===== config.mk =====
export PLATFORM = sky130hd
export DESIGN_NAME = seq_divider
export DESIGN_NICKNAME = d
export VERILOG_FILES = /design/src/rtl/div_pkg.sv /design/src/rtl/div_step.sv /design/src/rtl/full_adder_32.sv /design/src/rtl/seq_divider.sv
export SDC_FILE = /design/constraint.sdc
export NUM_CORES = 1
export LEC_CHECK = 0
export BUFFER_PORTS_ARGS = -buffer_cell sky130_fd_sc_hd__buf_2
export CAP_MARGIN = 5
export CELL_PAD_IN_SITES_DETAIL_PLACEMENT = 0
export CELL_PAD_IN_SITES_GLOBAL_PLACEMENT = 1
export CORE_ASPECT_RATIO = 1.1
export CORE_MARGIN = 5
export CORE_UTILIZATION = 42
export CTS_CLUSTER_DIAMETER = 150
export DETAILED_ROUTE_END_ITERATION = 7
export PLACE_DENSITY_LB_ADDON = 0.1
export SLEW_MARGIN = 10
export SYNTH_ARGS = -nofsm -noshare
export SYNTH_HDL_FRONTEND = slang
export SYNTH_HIERARCHICAL = 1
export SYNTH_SLANG_ARGS = --single-unit
export TNS_END_PERCENT = 1

===== constraint.sdc =====
create_clock -name clk -period 13.6 [get_ports clk]
set_clock_uncertainty 0.15 [all_clocks]
set_input_delay 2.72 -clock clk [delete_from_list [all_inputs] [get_ports clk]]
set_output_delay 2.72 -clock clk [all_outputs]
set_load 0.01 [all_outputs]

===== src/rtl/div_pkg.sv =====
// Shared types and constants for the sequential RV32M divider.
// Contents: operation and FSM state enums, operand width, special-case result constants.
package div_pkg;

    localparam int unsigned XLEN = 32;

    // Encoding matches funct3[1:0] of DIV/DIVU/REM/REMU
    typedef enum logic [1:0] {
        OP_DIV  = 2'b00,
        OP_DIVU = 2'b01,
        OP_REM  = 2'b10,
        OP_REMU = 2'b11
    } div_op_t;

    typedef enum logic [1:0] {
        IDLE,
        BUSY,
        FIX,
        DONE
    } div_state_t;

    localparam logic [XLEN-1:0] DIV_ZERO_QUO = 32'hFFFF_FFFF;
    localparam logic [XLEN-1:0] INT_MIN      = 32'h8000_0000;

endpackage


===== src/rtl/div_step.sv =====
// One restoring-division step: shift in the next dividend bit and try to subtract the divisor.
// Ports: rem - partial remainder; bit_in - next dividend bit; divisor - divisor magnitude;
//        rem_next - updated remainder; quo_bit - quotient bit produced by this step.
module div_step
    import div_pkg::*;
(
    input  logic [XLEN-1:0] rem,
    input  logic            bit_in,
    input  logic [XLEN-1:0] divisor,
    output logic [XLEN-1:0] rem_next,
    output logic            quo_bit
);

    logic [XLEN-1:0] shifted;
    logic [XLEN-1:0] trial;
    logic            no_borrow;

    assign shifted = {rem[XLEN-2:0], bit_in};

    // shifted - divisor as shifted + ~divisor + 1; carry out set means no borrow
    FullAdder_32 u_sub (
        .a   (shifted),
        .b   (~divisor),
        .cin (1'b1),
        .sum (trial),
        .cout(no_borrow)
    );

    // A set remainder MSB means the true shifted value is at least 2^XLEN, which always
    // exceeds the divisor; the wrapped trial difference is then the exact new remainder.
    assign quo_bit  = no_borrow | rem[XLEN-1];
    assign rem_next = quo_bit ? trial : shifted;

endmodule


===== src/rtl/full_adder_32.sv =====
// 32-bit ripple-carry adder, reused by the divider as its trial subtractor.
// Ports: a, b - addends; cin - carry in; sum - a + b + cin; cout - carry out.
module FullAdder_32 (
    input  logic [31:0] a,
    input  logic [31:0] b,
    input  logic        cin,
    output logic [31:0] sum,
    output logic        cout
);

    // Bit-serial carry chain
    always_comb begin
        logic c;
        c   = cin;
        sum = '0;
        for (int i = 0; i < 32; i++) begin
            sum[i] = a[i] ^ b[i] ^ c;
            c      = (a[i] & b[i]) | (c & (a[i] ^ b[i]));
        end
        cout = c;
    end

endmodule


===== src/rtl/seq_divider.sv =====
// Multi-cycle restoring divider for DIV/DIVU/REM/REMU, one quotient bit per cycle.
// Ports: clk, reset (async, active high); in_valid/in_ready/op/dividend/divisor - request side;
//        out_valid/out_ready/result/div_by_zero - result side; busy - iterating or fixing signs.
// Optional: define SEQ_DIVIDER_EARLY_OUT_EN to skip the leading-zero iterations of the dividend.
module seq_divider
    import div_pkg::*;
#(
    parameter int unsigned WIDTH = 32,
    parameter int unsigned CNT_W = $clog2(WIDTH)
) (
    input  logic             clk,
    input  logic             reset,
    input  logic             in_valid,
    output logic             in_ready,
    input  logic [1:0]       op,
    input  logic [WIDTH-1:0] dividend,
    input  logic [WIDTH-1:0] divisor,
    output logic             out_valid,
    input  logic             out_ready,
    output logic [WIDTH-1:0] result,
    output logic             div_by_zero,
    output logic             busy
);

    div_state_t       state;
    div_op_t          op_q;
    logic             sign_a;
    logic             sign_b;
    logic [WIDTH-1:0] rem_q;
    logic [WIDTH-1:0] quo_q;
    logic [WIDTH-1:0] dsr_q;
    logic [CNT_W-1:0] cnt_q;

    logic [WIDTH-1:0] step_rem;
    logic             step_bit;

    div_step u_step (
        .rem     (rem_q),
        .bit_in  (quo_q[WIDTH-1]),
        .divisor (dsr_q),
        .rem_next(step_rem),
        .quo_bit (step_bit)
    );

    // Request decode, used only on the accept edge
    div_op_t          op_c;
    logic             accept_c;
    logic             signed_c;
    logic             neg_a_c;
    logic             neg_b_c;
    logic [WIDTH-1:0] mag_a_c;
    logic [WIDTH-1:0] mag_b_c;
    logic             dz_c;
    logic             ovf_c;
    logic [WIDTH-1:0] quo_special_c;
    logic [WIDTH-1:0] rem_special_c;

    assign op_c     = div_op_t'(op);
    assign accept_c = in_valid && in_ready;
    assign signed_c = (op_c == OP_DIV) || (op_c == OP_REM);
    assign neg_a_c  = signed_c && dividend[WIDTH-1];
    assign neg_b_c  = signed_c && divisor[WIDTH-1];
    assign mag_a_c  = neg_a_c ? (~dividend + WIDTH'(1)) : dividend;
    assign mag_b_c  = neg_b_c ? (~divisor + WIDTH'(1)) : divisor;
    assign dz_c     = (divisor == '0);
    assign ovf_c    = signed_c && (dividend == INT_MIN) && (divisor == '1);

    assign quo_special_c = dz_c ? DIV_ZERO_QUO : INT_MIN;
    assign rem_special_c = dz_c ? dividend : '0;

    // Sign correction applied in FIX; sign flags are already zero for unsigned ops
    logic             is_rem_q;
    logic [WIDTH-1:0] quo_fix_c;
    logic [WIDTH-1:0] rem_fix_c;

    assign is_rem_q  = (op_q == OP_REM) || (op_q == OP_REMU);
    assign quo_fix_c = (sign_a ^ sign_b) ? (~quo_q + WIDTH'(1)) : quo_q;
    assign rem_fix_c = sign_a ? (~rem_q + WIDTH'(1)) : rem_q;

`ifdef SEQ_DIVIDER_EARLY_OUT_EN
    localparam int unsigned LZ_W = CNT_W + 1;

    function automatic logic [LZ_W-1:0] lzc(input logic [WIDTH-1:0] v);
        lzc = LZ_W'(WIDTH);
        for (int i = 0; i < int'(WIDTH); i++) begin
            if (v[i]) lzc = LZ_W'(int'(WIDTH) - 1 - i);
        end
    endfunction

    logic [LZ_W-1:0] lz_c;
    assign lz_c = lzc(mag_a_c);
`endif

    // Control FSM and datapath registers
    always_ff @(posedge clk or posedge reset) begin
        if (reset) begin
            state       <= IDLE;
            op_q        <= OP_DIV;
            sign_a      <= 1'b0;
            sign_b      <= 1'b0;
            rem_q       <= '0;
            quo_q       <= '0;
            dsr_q       <= '0;
            cnt_q       <= '0;
            in_ready    <= 1'b1;
            out_valid   <= 1'b0;
            result      <= '0;
            div_by_zero <= 1'b0;
            busy        <= 1'b0;
        end else begin
            case (state)
                IDLE: begin
                    if (accept_c) begin
                        in_ready <= 1'b0;
                        op_q     <= op_c;
                        sign_a   <= neg_a_c;
                        sign_b   <= neg_b_c;
                        dsr_q    <= mag_b_c;
                        rem_q    <= '0;
                        cnt_q    <= '0;
                        if (dz_c || ovf_c) begin
                            // Resolved without iterating
                            quo_q       <= '0;
                            result      <= op_c[1] ? rem_special_c : quo_special_c;
                            div_by_zero <= dz_c;
                            state       <= DONE;
                        end else begin
                            busy <= 1'b1;
`ifdef SEQ_DIVIDER_EARLY_OUT_EN
                            if (mag_a_c == '0) begin
                                quo_q <= '0;
                                state <= FIX;
                            end else begin
                                // Leading zeros only ever shift in zero quotient bits
                                quo_q <= mag_a_c << lz_c;
                                cnt_q <= lz_c[CNT_W-1:0];
                                state <= BUSY;
                            end
`else
                            quo_q <= mag_a_c;
                            state <= BUSY;
`endif
                        end
                    end
                end
                BUSY: begin
                    rem_q <= step_rem;
                    quo_q <= {quo_q[WIDTH-2:0], step_bit};
                    cnt_q <= cnt_q + CNT_W'(1);
                    if (cnt_q == CNT_W'(WIDTH - 1)) state <= FIX;
                end
                FIX: begin
                    result      <= is_rem_q ? rem_fix_c : quo_fix_c;
                    div_by_zero <= 1'b0;
                    busy        <= 1'b0;
                    state       <= DONE;
                end
                DONE: begin
                    // out_valid follows one edge after entering DONE
                    if (!out_valid) begin
                        out_valid <= 1'b1;
                    end else if (out_ready) begin
                        out_valid <= 1'b0;
                        in_ready  <= 1'b1;
                        state     <= IDLE;
                    end
                end
                default: state <= IDLE;
            endcase
        end
    end

endmodule

==> metrics.txt <==
status finished, final reports clean; effective utilization at floorplan 42.4%; layout net count 1385; synthesized area per cell 8.85 um^2; Clk Latency, worst-skew pair between 0.4 and 0.5 ns; I/O pin cnt 106; RSZ-0062 raised after global routing no; critical path's slowest cell dfrtp_1; CORE AREA 0.0252 mm^2; Clk pin slew, worst setup/hold paths 0.07 ns; gp weighted congestion 0.843; Initial DRC Count between 600 and 700; TritonCTS buffer count 17; max-slew violations 0; Final Cell Area 0.0121 mm^2; Pleak just over 5 nW; Die Y 177 um; Rows 61; Max VDD drop 0.0000756 V; relative slew slack between 20% and 30%; first-pass GRT wire length 53500 um; crit path capture type register; power density over the cells between 80 and 90 mW/mm^2; dpl cell area roughly 0.011 mm^2; area delta synth->final 13.7%; critical path class reg2reg; CTS tree yes; Worst Tran Pin Value 1.08 ns; Vias approximately 9300; layout cells sized above 1 19.3%; width of the die 162 um; Synth Warn # 6; Synth Register Bits 142; drt first pass iters 6; Max clock buf depth 2; CP required approximately 14 ns; Crit path top cell by count fa_2; startpoint types register; clk root buf clkbuf_16; Final Worst Setup Slack 0.437 ns; Detailed Route WL 33200 um; largest cells by area after synthesis dfrtp_1, fa_1, xnor2_1, o21ai_0, xor2_1; Post-synth top flop dfrtp_1; ant diodes 0; Gate Count Post-Synth 1206; Critical Path Max Stage Delay 0.41 ns; worst slack at placement -0.393 ns; EDFF count, synth 0; endpoints failing hold 0; Critical Path AT 13.34 ns; Max Freq 76.0 MHz; Yosys top cell by area dfrtp_1; htree depth 4; port bufs between 100 and 150; total of max-cap violations 0; dpl hpwl 23700 um; Post-synth top cells dfrtp_1, nand2_1, o21ai_0; ys async rst share 100%; grt ovf 0; final antenna-violating net count 0; top-count cell post-synth dfrtp_1; Synthesized Nets 1320; Post-Layout Cell Count 1599; Total GRT Usage between 20% and 30%; crit path time final about 13 ns; Synth top area share 33.1%; Crit Path Max Fanout 11; Avg WL per Cell 20.8 um; count of cell types in the netlist 76; DRC Markers 0; Seq/Total Area, Yosys 33.3%; pin count of the biggest net entering global routing 94; Placed Cells between 1500 and 2000; Hold WC Path Type reg2reg; vias in the first global route 9226; Avg Vias per Cell 5.83; mapped cell area approximately 0.011 mm^2; Setup Viol. Count Final 0; Tcrit/Tclk final 96.8%; initial antenna violation count 0; Die Area 0.0287 mm^2; clk sinks 142
per-stage QoR:
stage	hold slack [ns]	setup TNS, ns	power, mW	utilization [%]
after CTS	0.336	0	1.01	48.1
after detailed placement	0.320	-11.46	0.502	45.3
final	0.330	0	1.00	48.2
after global routing	0.353	0	1.03	48.2
after floorplan	0.300	0	0.468	-
after global placement	0.309	-7.85	0.502	45.3
cell type report:
cell class	instances	area (um^2)
Fill cell	2537	13100
Multi-Input combinational cell	908	6540
Sequential cell	142	3550
Timing Repair Buffer	130	749
Clock buffer	19	443
Tap cell	315	394
Inverter	72	275
Clock inverter	13	176
worst max-delay path, delay by kind of cell, from the launching register on:
kind	cells	cell delay (ns)
buffers and inverters	6	0.55
and+or+nand+nor	1	0.12
adders and majority gates	32	11.28
muxes	1	0.33
AOI/OAI and AO/OA	1	0.22
DFF	1	0.41
report_power, final:
part / switching (mW) / internal, mW / total, mW
logic: 0.0460 / 0.0255 / 0.0714
registers: 0 / 0.422 / 0.422
clock network: 0.211 / 0.298 / 0.509
total: 0.257 / 0.746 / 1.00
state kept, by name (all words and copies together), names as in the netlist:
| name | count |
|---|---|
| quo_q | 32 |
| cnt_q | 5 |
| out_valid | 1 |
| result | 32 |
| in_ready | 1 |
| rem_q | 32 |
| dsr_q | 32 |
| sign_a | 1 |
| state | 2 |
| busy | 1 |
| sign_b | 1 |
| op_q | 1 |
| div_by_zero | 1 |
kinds of logic after synthesis:
group           synth area share, %
simple gates                   17.4
compound gates                 21.9
buf+inv                        6.11
flops                          33.3
xor+xnor                       9.20
fa+ha+maj                      7.41
mux                            4.64
other cells                  0.0352
cells in the final DEF, fill, tap and decap left out, types with 13 or more instances in the layout:
cell and instances:
dfrtp_1 141, buf_2 105, nand2_1 97, nor2_1 93, o21ai_0 93, inv_1 71
xnor2_1 60, a21oi_1 57, xor2_1 52, mux2_2 36, a31oi_1 34, a22o_1 31
or3_1 27, o31ai_1 24, nor3_1 22, buf_4 22, o41ai_1 19, fa_2 19
nor4_1 18, or4_1 18, a41oi_1 17, clkbuf_16 17, o211ai_1 16, nand4_1 15
nand2b_1 13, fa_1 13
layer usage:
layer / GRT usage [%] / vias up / wire length, um
met3: 3.14 / 47 / 1570
met4: 6.73 / 0 / 648
met1: 33.2 / 4535 / 15100
met5: 0 / - / 0
met2: 38.5 / 261 / 15900
li1: - / 4478 / -
final timing paths:
kind                                             from                    end  slack [ns]  cells past startpoint
max in group asynchronous                       reset  quo_q[29]$_DFFE_PP0P_        9.75                      3
worst max-delay path            quo_q[31]$_DFFE_PP0P_   rem_q[8]$_DFFE_PP0P_        0.44                     41
worst min register to register  dsr_q[13]$_DFFE_PP0P_  dsr_q[13]$_DFFE_PP0P_        0.33                      2
worst max register to register  quo_q[31]$_DFFE_PP0P_   rem_q[8]$_DFFE_PP0P_        0.44                     41
min in group asynchronous                       reset   dsr_q[5]$_DFFE_PP0P_        2.29                      2
worst min-delay path            dsr_q[13]$_DFFE_PP0P_  dsr_q[13]$_DFFE_PP0P_        0.33                      2
what timing repair did:
action | 4_1_cts | 5_1_grt
setup endpoints to repair | 33 | 33
resized for setup | 13 | 8
pin swaps | 1 | 1
hold buffers | 0 | 0
cloned | 1 | 0
setup buffers | 3 | 0
hold endpoints to repair | 0 | 0
No activity file was read; power rests on OpenSTA's default activity.
